File: config.mk
export PLATFORM = sky130hd
export DESIGN_NAME = pipeline_run_controller
export DESIGN_NICKNAME = d
export VERILOG_FILES = /design/src/rtl/pipeline_ctrl_pkg.sv /design/src/rtl/pipeline_run_controller_sat_counter.sv /design/src/rtl/pipeline_run_controller.sv
export SDC_FILE = /design/constraint.sdc
export NUM_CORES = 1
export LEC_CHECK = 0
export BUFFER_PORTS_ARGS = -buffer_cell sky130_fd_sc_hd__buf_4
export CORE_MARGIN = 2
export CORE_UTILIZATION = 27
export DETAILED_ROUTE_END_ITERATION = 8
export PLACE_DENSITY = 0.6
export RECOVER_POWER = 100
export SETUP_SLACK_MARGIN = 0.1
export SLEW_MARGIN = 20
export SYNTH_ARGS = -nofsm -noshare
export SYNTH_HDL_FRONTEND = slang
export SYNTH_SLANG_ARGS = --single-unit
File: constraint.sdc
create_clock -name clk_i -period 1.5 [get_ports clk_i]
set_clock_uncertainty 0.2 [all_clocks]
set_input_delay 0.15 -clock clk_i [delete_from_list [all_inputs] [get_ports clk_i]]
set_output_delay 0.15 -clock clk_i [all_outputs]
set_load 0.01 [all_outputs]
File: src/rtl/pipeline_ctrl_pkg.sv
// Shared encodings for the pipeline run controller: FSM states, debug command
// codes and default widths.
package pipeline_ctrl_pkg;

  localparam int unsigned NB_CMD_DEF   = 2;
  localparam int unsigned NB_STATE_DEF = 3;

  typedef enum logic [NB_STATE_DEF-1:0] {
    ST_IDLE  = 3'd0,
    ST_RUN   = 3'd1,
    ST_STEP  = 3'd2,
    ST_DRAIN = 3'd3,
    ST_DONE  = 3'd4
  } state_e;

  typedef enum logic [NB_CMD_DEF-1:0] {
    CMD_STOP  = 2'b00,
    CMD_RUN   = 2'b01,
    CMD_STEP  = 2'b10,
    CMD_FLUSH = 2'b11
  } cmd_e;

endpackage

File: src/rtl/pipeline_run_controller_sat_counter.sv
// Saturating up-counter with enable, synchronous clear (priority over enable)
// and asynchronous active-high reset.
module sat_counter #(
  parameter int unsigned WIDTH = 8
) (
  input  logic             clk_i,
  input  logic             rst_i,
  input  logic             en_i,
  input  logic             clr_i,
  output logic [WIDTH-1:0] count_o
);

  logic [WIDTH-1:0] count_q, count_d;

  always_comb begin
    count_d = count_q;
    if (clr_i) begin
      count_d = '0;
    end else if (en_i && (count_q != '1)) begin
      count_d = count_q + WIDTH'(1);
    end
  end

  always_ff @(posedge clk_i or posedge rst_i) begin
    if (rst_i) begin
      count_q <= '0;
    end else begin
      count_q <= count_d;
    end
  end

  assign count_o = count_q;

endmodule

File: src/rtl/pipeline_run_controller.sv
// Debug-path run/step/stop/flush sequencer driving the global pipeline enable.
// Optional enabled-cycle counter is built only when PIPE_CYCLE_COUNT_EN is defined.
module pipeline_run_controller
  import pipeline_ctrl_pkg::*;
#(
  parameter int unsigned NB_CMD       = NB_CMD_DEF,
  parameter int unsigned NB_CYCLES    = 32,
  parameter int unsigned DRAIN_CYCLES = 4,
  parameter int unsigned NB_STATE     = NB_STATE_DEF
) (
  input  logic                 clk_i,
  input  logic                 reset_i,
  input  logic                 cmd_valid_i,
  input  logic [NB_CMD-1:0]    cmd_i,
  output logic                 cmd_ready_o,
  input  logic                 halt_i,
  output logic                 pipe_en_o,
  output logic                 pipe_flush_o,
  output logic                 done_o,
  output logic                 busy_o,
  output logic [NB_STATE-1:0]  state_o,
  output logic [NB_CYCLES-1:0] cycle_count_o
);

  localparam int unsigned NB_DRAIN = (DRAIN_CYCLES > 1) ? $clog2(DRAIN_CYCLES) : 1;
  localparam logic [NB_DRAIN-1:0] DRAIN_LOAD = NB_DRAIN'(DRAIN_CYCLES - 1);

  state_e              state_q, state_d;
  logic [NB_DRAIN-1:0] drain_q, drain_d;
  logic                flush_q, flush_d;
  logic                cmd_acc;

  // Every output is a decode of registered state; no input reaches an output.
  assign cmd_ready_o  = (state_q == ST_IDLE) || (state_q == ST_RUN) || (state_q == ST_DONE);
  assign pipe_en_o    = (state_q == ST_RUN) || (state_q == ST_STEP) || (state_q == ST_DRAIN);
  assign busy_o       = pipe_en_o;
  assign done_o       = (state_q == ST_DONE);
  assign pipe_flush_o = flush_q;
  assign state_o      = NB_STATE'(state_q);
  assign cmd_acc      = cmd_valid_i && cmd_ready_o;

  always_comb begin
    state_d = state_q;
    drain_d = drain_q;
    flush_d = 1'b0;
    unique case (state_q)
      ST_IDLE: begin
        if (cmd_acc) begin
          if (cmd_i == NB_CMD'(CMD_RUN)) begin
            state_d = ST_RUN;
          end else if (cmd_i == NB_CMD'(CMD_STEP)) begin
            state_d = ST_STEP;
          end else if (cmd_i == NB_CMD'(CMD_FLUSH)) begin
            flush_d = 1'b1;
          end
        end
      end
      ST_RUN: begin
        // HALT outranks a simultaneous STOP/FLUSH, which is then dropped.
        if (halt_i) begin
          state_d = ST_DRAIN;
          drain_d = DRAIN_LOAD;
        end else if (cmd_acc && (cmd_i == NB_CMD'(CMD_STOP))) begin
          state_d = ST_IDLE;
        end else if (cmd_acc && (cmd_i == NB_CMD'(CMD_FLUSH))) begin
          state_d = ST_IDLE;
          flush_d = 1'b1;
        end
      end
      ST_STEP: begin
        if (halt_i) begin
          state_d = ST_DRAIN;
          drain_d = DRAIN_LOAD;
        end else begin
          state_d = ST_IDLE;
        end
      end
      ST_DRAIN: begin
        if (drain_q == '0) begin
          state_d = ST_DONE;
        end else begin
          drain_d = drain_q - NB_DRAIN'(1);
        end
      end
      ST_DONE: begin
        if (cmd_acc && (cmd_i == NB_CMD'(CMD_FLUSH))) begin
          state_d = ST_IDLE;
          flush_d = 1'b1;
        end
      end
      default: begin
        state_d = ST_IDLE;
        drain_d = '0;
      end
    endcase
  end

  always_ff @(posedge clk_i or posedge reset_i) begin
    if (reset_i) begin
      state_q <= ST_IDLE;
      drain_q <= '0;
      flush_q <= 1'b0;
    end else begin
      state_q <= state_d;
      drain_q <= drain_d;
      flush_q <= flush_d;
    end
  end

`ifdef PIPE_CYCLE_COUNT_EN
  sat_counter #(
    .WIDTH (NB_CYCLES)
  ) u_cycle_cnt (
    .clk_i   (clk_i),
    .rst_i   (reset_i),
    .en_i    (pipe_en_o),
    .clr_i   (flush_q),
    .count_o (cycle_count_o)
  );
`else
  assign cycle_count_o = '0;
`endif

endmodule

-- After elaboration in Yosys (flattened, before gate mapping)
Cells that the tools add are included.
W data, S select, Z words.
- register bits after elaboration: 6
- input port bits: 6
- logic and storage cells: 51
- add/subtract/negate cells: 1
- equal/unequal tests: 12
- muxes and demuxes: 20
- bitwise gates (word level): 1
- reduce and logical (&&, ||, !) cells: 14
- operator list (operator ; number):
    $mux W3 ; 7
    $pmux W3 S5 ; 1
    $mux W1 ; 7
    $eq A3 B2 Y1 const B ; 2
    $mux W2 ; 3
    $pmux W2 S3 ; 1
    $reduce_and A3 Y1 ; 2
    $eq A2 B2 Y1 const B ; 2
    $logic_not A2 Y1 ; 2
    $logic_or A1 B1 Y1 ; 4
    $ne A2 B1 Y1 const B ; 2
    $ne A2 B2 Y1 const B ; 2
    $reduce_or A2 Y1 ; 2
    $eq A3 B1 Y1 const B ; 1
    $eq A3 B3 Y1 const B ; 1
    $logic_and A1 B1 Y1 ; 3
    $logic_not A3 Y1 ; 1
    $ne A3 B1 Y1 const B ; 1
    $pmux W1 S3 ; 1
    $eq A2 B1 Y1 const B ; 1
    $sub A2 B1 Y2 const B ; 1
    $not A1 Y1 ; 1

-- Depth between registers and ports, before layout
Gate-level depths: netlist (run 1).
- word-level depth: 9
- gate-level depth with buffers: 5

-- Least setup slack after synthesis (run 1)
Ideal clock, no wire load.
- path type: register to register
- start point: reg state_q[2], in the netlist state_o[2]
- end point: reg drain_q[0]
- setup time: 0.125 ns
- data arrival time: 1.322 ns
- setup slack: -0.147 ns
- stages on the path, launching flop included: 5
- period minus slack after synthesis: 1.647 ns
- cell sequence: dfrtp_1 -> buf_6 -> or3_4 -> o221ai_2 -> mux2_4
- cells in the longest elaborated chain, start to end: 4
- elaborated cells between the ends (all ways): 12
- those cells by class: eq/ne (6); mux (1); bitwise (1); reduce/logical (4)
- ends and longest elaborated chain (element ; line ; text):
    start, declared ; pipeline_run_controller.sv:28 ; state_e state_q, state_d;
    start signal, assigned ; pipeline_run_controller.sv:104 ; state_q <= state_d;
    $eq A3 B1 Y1 (tied with other cells) ; pipeline_run_controller.sv:46 ; unique case (state_q)
    $reduce_or A2 Y1 (no source line) ; - ;
    $ne A2 B1 Y1 (no source line) or $not A1 Y1 (tied branches) ; - ;
    $reduce_and A3 Y1 (no source line) ; - ;
    end signal, assigned ; pipeline_run_controller.sv:105 ; drain_q <= drain_d;
    end, declared ; pipeline_run_controller.sv:29 ; logic [NB_DRAIN-1:0] drain_q, drain_d;
Parallel ways exist; a longest one is shown, timed or not.
A chain may end at the register's enable or synchronous reset.

-- Final worst setup path (run 1)
- start point: reg state_q[1], in the netlist state_o[1]
- end point: reg drain_q[1]
Same word-level chain as after synthesis.

==> results of run 1 <==
-- power breakdown --
| part | total (mW) | switching (mW) | internal [mW] |
|---|---|---|---|
| clock | 0.154 | 0.0628 | 0.0908 |
| sequential | 0.282 | 0.0579 | 0.224 |
| combinational | 1.30 | 0.559 | 0.745 |
-- final cells by class --
cell class	instances	area, um^2	share of cell area
multi-input combinational	61	433	0.444
timing repair buffer	38	309	0.317
sequential	6	150	0.154
tap	30	37.5	0.0385
clock buffer	3	22.5	0.0231
inverter	6	22.5	0.0231
-- per-stage QoR --
step / power, mW / TNS, ps
after global routing: 1.88 / -672
after detailed placement: 1.15 / -366
after floorplan: 0.892 / -194
after CTS: 1.51 / -183
after global placement: 1.13 / -215
final: 1.74 / -270
-- worst min path at each step --
stage	startpoint	to	slack, ps	depth (start not counted)
global route	cmd_i[1]	state_o[0]$_DFFE_PP0P_	40	3
finish	cmd_i[1]	state_o[0]$_DFFE_PP0P_	30	3
CTS	cmd_valid_i	pipe_flush_o$_DFF_PP0_	20	3
floorplan	reset_i	drain_q[0]$_DFFE_PP0P_	-260	1
global placement	reset_i	drain_q[0]$_DFFE_PP0P_	-110	2
detailed placement	reset_i	drain_q[0]$_DFFE_PP0P_	-110	2
-- cells in the final DEF, fill, tap and decap left out, types with 2 or more instances in the layout --
| master | n |
|---|---|
| a31oi_1 | 2 |
| inv_1 | 3 |
| dlygate4sd3_1 | 2 |
| buf_4 | 21 |
| clkbuf_1 | 2 |
| inv_2 | 3 |
| buf_6 | 9 |
| clkbuf_4 | 4 |
| conb_1 | 32 |
| a21oi_1 | 2 |
| clkbuf_2 | 2 |
| mux2_4 | 2 |
| dfrtp_1 | 6 |
-- critical path, stage by stage (launching register included) --
cell	delay, ps
dfrtp_1	410
clkbuf_2	170
o21a_2	150
o221ai_4	190
mux2_4	320
-- timing repair --
action	4_1_cts	5_1_grt
hold buffers	2	0
gates resized for setup	11	17
buffers inserted	5	7
cloned	1	0
setup endpoints to repair	8	10
pin swaps	3	7
hold endpoints to repair	7	0
-- state kept, by name, indices dropped and copies added (netlist names) --
name and cells:
drain_q 2, pipe_flush_o 1, state_o 3
-- cell families (layout without fill, tap and decap cells) --
group | Yosys count | in the layout
compound gates | 15 | 15
buf+inv | 42 | 47
mux | 2 | 2
simple gates | 10 | 10
flops | 6 | 6
xor+xnor | 1 | 1
fa+ha+maj | 1 | 1
other cells | 1 | 32
-- layer usage --
layer  track usage  vias up  part of all wire  wire [um]
li1              -      268                 -          -
met4        0.0625        0             0.012         18
met5             0        -                 0          0
met1         0.102      267              0.35        517
met3        0.0164        2             0.075        111
met2         0.213       26              0.57        841
==> flow_metrics.py, run 1 <==
metrics = {
    "yosys": {
        "synth-simple-area-share": 0.0912,
        "synth.area.top_cells": "buf_4 (37%), dfrtp_1 (22%), mux2_4 (4.4%)",
        "synth_common_cells": "buf_4 (34), dfrtp_1 (6), inv_1 (6)",
        "synth_fa_ha_area_frac": 0.0182,
        "syn-mean-instance-area_um2": 8.79,
        "synth_top_area_cell": "buf_4",
        "synthFlopType": "dfrtp_1",
        "syn_inst": 78,
        "synth_compound_area_frac": 0.181,
        "yosysWarningCount": 0,
        "synth_area_um2": 686,
        "synthMuxAreaShare": 0.0438,
        "yosysMostFrequentCell": "buf_4",
        "synth_edf_count": 0,
        "ys_ff_latch": 6,
        "ys_seq_area_frac": 0.219,
        "synth_top_family_by_area": "buffers and inverters",
        "synth_top_area_share": 0.372,
        "async_reset_ff_frac": 1.00,
        "synth_xor_area_frac": 0.0128,
        "synth_cell_type_count": 30,
    },
    "route": {
        "drtIter0Drc": 2,
        "drc": 0,
        "routed_wl_um": 1490,
        "ant_nets": 0,
        "route.vias.total": 563,
        "vias_per_cell": 3.91,
        "wl_per_cell_um": 10.3,
        "firstDrtPassIters": 6,
    },
    "finish": {
        "syn_to_final_growth_pct": 42.2,
        "num-fill-cells": 252,
        "fin_cells": 144,
        "num_antenna_cells": 0,
        "fin_nets": 123,
        "postLayoutCoreUtil": 0.401,
        "design_area_um2": 975,
        "drive_gt1_frac": 0.491,
    },
    "placement": {
        "gp_congestion": 0.720,
        "dp.cells": 126,
        "port_buffers": 13,
        "dp_hpwl_um": 1030,
        "place_area_um2": 752,
        "pre_cts_ws_ps": -109,
    },
    "worst_setup_path": {
        "cp.required_ps": 1430,
        "r2r_setup_slack_ps": -60,
        "critPathKind": "reg2reg",
        "crit_start": "state_o[1]$_DFFE_PP0P_",
        "crit-reg2reg-capture": "drain_q[1]$_DFFE_PP0P_",
        "cp_max_fo": 4,
        "rr_startpoint": "state_o[1]$_DFFE_PP0P_",
        "crit_arrival_ps": 1500,
        "end_kind": "flop",
        "crit_end": "drain_q[1]$_DFFE_PP0P_",
        "worstRegToRegCells": 4,
        "critPathLaunchType": "flop",
    },
    "timing": {
        "finalCritPeriodShare": 1.04,
        "fin_hold_ws_ps": 27.1,
        "final_max_slew_viol_count": 0,
        "rsz0062_at_grt": "yes",
        "min_period_ps": 1560,
        "max_freq_mhz": 639,
        "worst_slack_ps": -64.3,
        "hold_viol_final": 0,
        "finalSetupViolCount": 5,
    },
    "global_route": {
        "grt_max_degree": 7,
        "overflow": 0,
        "grt_pass1_vias": 531,
        "grt_pass1_wl_um": 2170,
        "antenna_found_initial": 0,
        "grt_use_total": 0.107,
    },
    "floorplan": {
        "design.die.area_um2": 2960,
        "die_h_um": 54.4,
        "io_pins": 46,
        "dieWidth_um": 54.4,
        "start_util": 0.282,
        "coreArea_um2": 2430,
        "rows": 18,
    },
    "run": {
        "cap_viol_max_count": 0,
    },
    "clock_tree": {
        "cts_buffers": 3,
        "cts_tree": "built",
        "path_clk_slew_ps": 50,
        "clk_path_buf_depth": 2,
        "root_buffer": "clkbuf_4",
        "clock_latency_ps": 250,
        "cts.sinks": 6,
        "htreeDepth": 1,
    },
    "power_and_ir_drop": {
        "p_per_area_nw_per_um2": 1780,
        "ir_drop_mv": 0.723,
        "power_leakage_nw": 0.501,
    },
    "outcome": {
        "status": "finished, violations left",
        "violations": "negative setup slack",
    },
    "hold_path": {
        "hp-class": "in2reg",
    },
}
Note: power is estimated with default switching activity, not from simulation.
==> run 2, diff against run 1 <==
- CORE_UTILIZATION: 27 -> 30
- PLACE_DENSITY: 0.6 -> 0.65
==> run 2 against run 1 <==
Effect of this change: the run still ends with negative setup slack left; critical path depth down 1; die area decreased by 9.3%; maximum frequency decreased by 0.41%; sequential power is 7.1% higher; power decreased by 6.1%; register-to-register slack barely moved; global-route usage is 0.63 points lower; core utilization grew 1.4 points; setup slack got worse by 6.5 ps; sequential cell count is the same; first-iteration DRC count increased to 3.0 times the previous value; combinational power down 9%.
==> flow_metrics.py, run 2 (synthesis results as in run 1) <==
metrics = {
    "global_route": {
        "grt_use_total": 0.101,
        "overflow": 0,
        "grt_pass1_vias": 503,
        "grt_pass1_wl_um": 2040,
        "antenna_found_initial": 0,
        "grt_max_degree": 7,
    },
    "route": {
        "routed_wl_um": 1340,
        "vias_per_cell": 4.01,
        "drtIter0Drc": 6,
        "route.vias.total": 541,
        "wl_per_cell_um": 9.95,
        "firstDrtPassIters": 4,
        "drc": 0,
        "ant_nets": 0,
    },
    "clock_tree": {
        "htreeDepth": 1,
        "cts_buffers": 3,
        "path_clk_slew_ps": 50,
        "clock_latency_ps": 240,
        "cts_tree": "built",
        "clk_path_buf_depth": 2,
        "root_buffer": "clkbuf_4",
        "cts.sinks": 6,
    },
    "worst_setup_path": {
        "r2r_setup_slack_ps": -70,
        "crit_cells": 3,
        "crit-reg2reg-capture": "drain_q[1]$_DFFE_PP0P_",
        "end_kind": "flop",
        "cp_max_fo": 6,
        "slowest_delay_ps": 450,
        "rr_startpoint": "state_o[1]$_DFFE_PP0P_",
        "slowest_stage": "dfrtp_2",
        "critPathKind": "reg2reg",
        "critPathLaunchType": "flop",
        "crit_chain": "or3_4, o221ai_4, mux2_4",
        "cp_top_family": "flip-flops",
        "crit_end": "drain_q[1]$_DFFE_PP0P_",
        "crit_arrival_ps": 1500,
        "crit_start": "state_o[1]$_DFFE_PP0P_",
        "cp.required_ps": 1430,
        "critPathBufInv": 0,
        "worstRegToRegCells": 3,
    },
    "power_and_ir_drop": {
        "power_leakage_nw": 0.463,
        "finalPower_mw": 1.63,
        "p_per_area_nw_per_um2": 1800,
        "ir_drop_mv": 0.601,
    },
    "outcome": {
        "status": "finished, violations left",
        "violations": "negative setup slack",
    },
    "floorplan": {
        "rows": 17,
        "io_pins": 46,
        "design.die.area_um2": 2680,
        "start_util": 0.313,
        "dieWidth_um": 51.8,
        "coreArea_um2": 2190,
        "die_h_um": 51.8,
    },
    "finish": {
        "largest_register_ffs": 3,
        "drive_gt1_frac": 0.477,
        "fin_cells": 135,
        "syn_to_final_growth_pct": 32.5,
        "num_antenna_cells": 0,
        "fin_nets": 116,
        "final_cell_mix": "conb_1 (32), buf_4 (19), buf_6 (8), dfrtp_1 (5)",
        "final_common_cell": "conb_1",
    },
    "timing": {
        "finalSetupViolCount": 6,
        "max_freq_mhz": 637,
        "min_period_ps": 1570,
        "hold_viol_final": 0,
        "setup_tns_ps": -200,
        "rsz0062_at_grt": "yes",
        "fin_hold_ws_ps": 14.9,
        "worst_slack_ps": -70.8,
        "finalCritPeriodShare": 1.05,
        "final_max_slew_viol_count": 0,
    },
    "placement": {
        "dp.cells": 123,
        "pre_cts_ws_ps": -112,
        "gp_congestion": 0.817,
        "dp_hpwl_um": 937,
        "port_buffers": 13,
    },
    "run": {
        "cap_viol_max_count": 0,
    },
    "hold_path": {
        "hp-class": "in2reg",
    },
}
run 2: worst min path at each step:
stage / start / to / depth (start not counted) / slack (ps)
after CTS: halt_i / pipe_flush_o$_DFF_PP0_ / 3 / 10
after floorplan: reset_i / drain_q[0]$_DFFE_PP0P_ / 1 / -260
final: halt_i / pipe_flush_o$_DFF_PP0_ / 3 / 10
after global placement: reset_i / drain_q[0]$_DFFE_PP0P_ / 2 / -120
after detailed placement: reset_i / drain_q[0]$_DFFE_PP0P_ / 2 / -110
after global routing: cmd_valid_i / pipe_flush_o$_DFF_PP0_ / 3 / 40
run 2: metrics by stage:
stage	utilization	area [um^2]
after CTS	0.388	850
after global routing	0.415	908
after floorplan	-	813
final	0.415	908
after global placement	0.339	742
after detailed placement	0.339	742
run 2: cell type report:
type	count	area, um^2
Timing Repair Buffer	31	258
Sequential cell	6	151
Fill cell	216	1280
Tap cell	28	35.0
Clock buffer	3	22.5
Inverter	6	22.5
Multi-Input combinational cell	61	419
run 2: report_power, final:
part / internal, mW / leakage (nW) / total [mW] / switching, mW
registers: 0.226 / 0.0759 / 0.302 / 0.0754
logic: 0.673 / 0.373 / 1.18 / 0.511
clock network: 0.0904 / 0.0138 / 0.147 / 0.0568
run 2: repair_timing:
item,in CTS,in global routing
cloned,0,0
pin swaps,5,2
setup endpoints to repair,8,9
endpoints found under the hold margin,6,0
hold buffers,1,0
buffers inserted,4,4
gates resized for setup,14,11
run 2: worst reg2reg max path, cell delays in order (launching register included):
cell      delay, ps
dfrtp_2         450
or3_4           400
o221ai_4         90
mux2_4          320
run 2: layer usage:
layer | routed length, um | GRT usage | up-vias
met5 | 0 | 0 | -
met4 | 0 | 0.0263 | 0
met3 | 88 | 0.0172 | 0
met2 | 786 | 0.214 | 30
met1 | 468 | 0.0972 | 254
li1 | - | - | 257
==> run 3, diff against run 2 <==
- CORE_UTILIZATION: 30 -> 25
- PLACE_DENSITY: 0.65 -> not set
- PLACE_DENSITY_LB_ADDON: not set -> 0.05
- SKIP_CTS_REPAIR_TIMING: not set -> 1
==> run 3 against run 2 <==
Effect of this change: the run still ends with negative setup slack left; routed wire length up 9.3%; first-iteration DRC count shrank 17%; setup slack better by 3.4 ps; largest cell class unchanged; hold slack improved by 7.3 ps; global-route usage decreased by 1.1 points; final cell count up 4.4%; design area grew 5.5%; via count is 1.5% higher; sequential power about the same; largest power group unchanged; critical path depth is the same.
==> flow_metrics.py, run 3 (synthesis results as in run 1) <==
metrics = {
    "clock_tree": {
        "cts_buffers": 3,
        "root_buffer": "clkbuf_4",
        "path_clk_slew_ps": 50,
        "clk_path_buf_depth": 2,
        "cts_tree": "built",
        "cts.sinks": 6,
        "clock_latency_ps": 250,
        "htreeDepth": 1,
    },
    "hold_path": {
        "min_path_cells": 3,
        "hp-class": "in2reg",
        "worstHoldStart": "halt_i",
        "holdPathEnd": "pipe_flush_o$_DFF_PP0_",
    },
    "placement": {
        "port_buffers": 13,
        "dp_hpwl_um": 1070,
        "pre_cts_ws_ps": -128,
        "gp_congestion": 0.673,
    },
    "worst_setup_path": {
        "crit-reg2reg-capture": "drain_q[0]$_DFFE_PP0P_",
        "critPathKind": "reg2reg",
        "worstRegToRegCells": 3,
        "cp.required_ps": 1430,
        "r2r_setup_slack_ps": -70,
        "rr_startpoint": "state_o[1]$_DFFE_PP0P_",
        "critPathLaunchType": "flop",
        "cp_max_fo": 6,
        "crit_arrival_ps": 1500,
        "end_kind": "flop",
    },
    "timing": {
        "max_freq_mhz": 638,
        "final_max_slew_viol_count": 0,
        "worst_slack_ps": -67.4,
        "hold_viol_final": 0,
        "finalCritPeriodShare": 1.04,
        "rsz0062_at_grt": "yes",
        "finalSetupViolCount": 7,
        "min_period_ps": 1570,
    },
    "route": {
        "firstDrtPassIters": 2,
        "route.vias.total": 549,
        "ant_nets": 0,
        "routed_wl_um": 1470,
        "drc": 0,
        "drtIter0Drc": 5,
        "vias_per_cell": 3.89,
        "wl_per_cell_um": 10.4,
    },
    "outcome": {
        "status": "finished, violations left",
        "violations": "negative setup slack",
    },
    "global_route": {
        "antenna_found_initial": 0,
        "grt_pass1_vias": 459,
        "overflow": 0,
        "grt_use_total": 0.0905,
        "grt_max_degree": 9,
        "grt_pass1_wl_um": 2170,
    },
    "finish": {
        "largest_register_ffs": 3,
        "num_antenna_cells": 0,
        "final_cell_mix": "conb_1 (32), buf_4 (19), buf_6 (11), clkbuf_4 (4), dfrtp_1 (4)",
        "final_common_cell": "conb_1",
        "fin_nets": 120,
        "syn_to_final_growth_pct": 39.8,
        "drive_gt1_frac": 0.495,
        "postLayoutCoreUtil": 0.377,
    },
    "floorplan": {
        "rows": 18,
        "start_util": 0.269,
        "io_pins": 46,
        "design.die.area_um2": 3180,
        "coreArea_um2": 2540,
        "die_h_um": 56.4,
        "dieWidth_um": 56.4,
    },
    "power_and_ir_drop": {
        "ir_drop_mv": 0.826,
        "power_leakage_nw": 0.488,
        "p_per_area_nw_per_um2": 1780,
    },
    "run": {
        "cap_viol_max_count": 0,
    },
}
run 3: final cells by class:
class	instances	area, um^2
fill	283	1590
multi-input combinational	61	427
timing repair buffer	35	297
sequential	6	153
tap	30	37.5
clock buffer	3	22.5
inverter	6	22.5
run 3: power by group:
part	internal (mW)	switching, mW	leakage (nW)
clock	0.0909	0.0641	0.0138
sequential	0.228	0.0756	0.0745
combinational	0.735	0.517	0.399
run 3: per-stage QoR:
stage | cells | cell area, um^2 | total power [mW] | hold slack [ps] | TNS, ps
2_1_floorplan | 109 | 813 | 0.892 | -259 | -194
3_3_place_gp | 128 | 767 | 1.19 | -92.3 | -344
4_1_cts | 131 | 790 | 1.35 | -358 | -768
6_report | 141 | 958 | 1.71 | 22.2 | -280
5_1_grt | 141 | 958 | 1.85 | 21.6 | -871
3_5_place_dp | 128 | 767 | 1.18 | -89.9 | -396
run 3: worst max path at each step:
stage / from / endpoint / slack [ps] / cells after the start
floorplan: state_o[2]$_DFFE_PP0P_ / drain_q[0]$_DFFE_PP0P_ / -100 / 4
global placement: drain_q[0]$_DFFE_PP0P_ / drain_q[1]$_DFFE_PP0P_ / -100 / 5
detailed placement: drain_q[0]$_DFFE_PP0P_ / drain_q[0]$_DFFE_PP0P_ / -130 / 5
CTS: drain_q[0]$_DFFE_PP0P_ / drain_q[0]$_DFFE_PP0P_ / -150 / 5
global route: drain_q[1]$_DFFE_PP0P_ / state_o[0]$_DFFE_PP0P_ / -160 / 6
finish: state_o[1]$_DFFE_PP0P_ / drain_q[0]$_DFFE_PP0P_ / -70 / 3
run 3: critical path, stage by stage, from the launching register on:
cell	delay [ps]
dfrtp_2	450
or3_4	390
o221ai_4	90
mux2_4	320
run 3: per-layer routing:
metal	GRT usage	share of wire	wire, um	vias up
li1	-	-	-	267
met1	0.104	0.40	587	256
met2	0.151	0.53	780	24
met3	0.0161	0.062	91	2
met4	0.0612	0.0054	8	0
met5	0	0	0	-
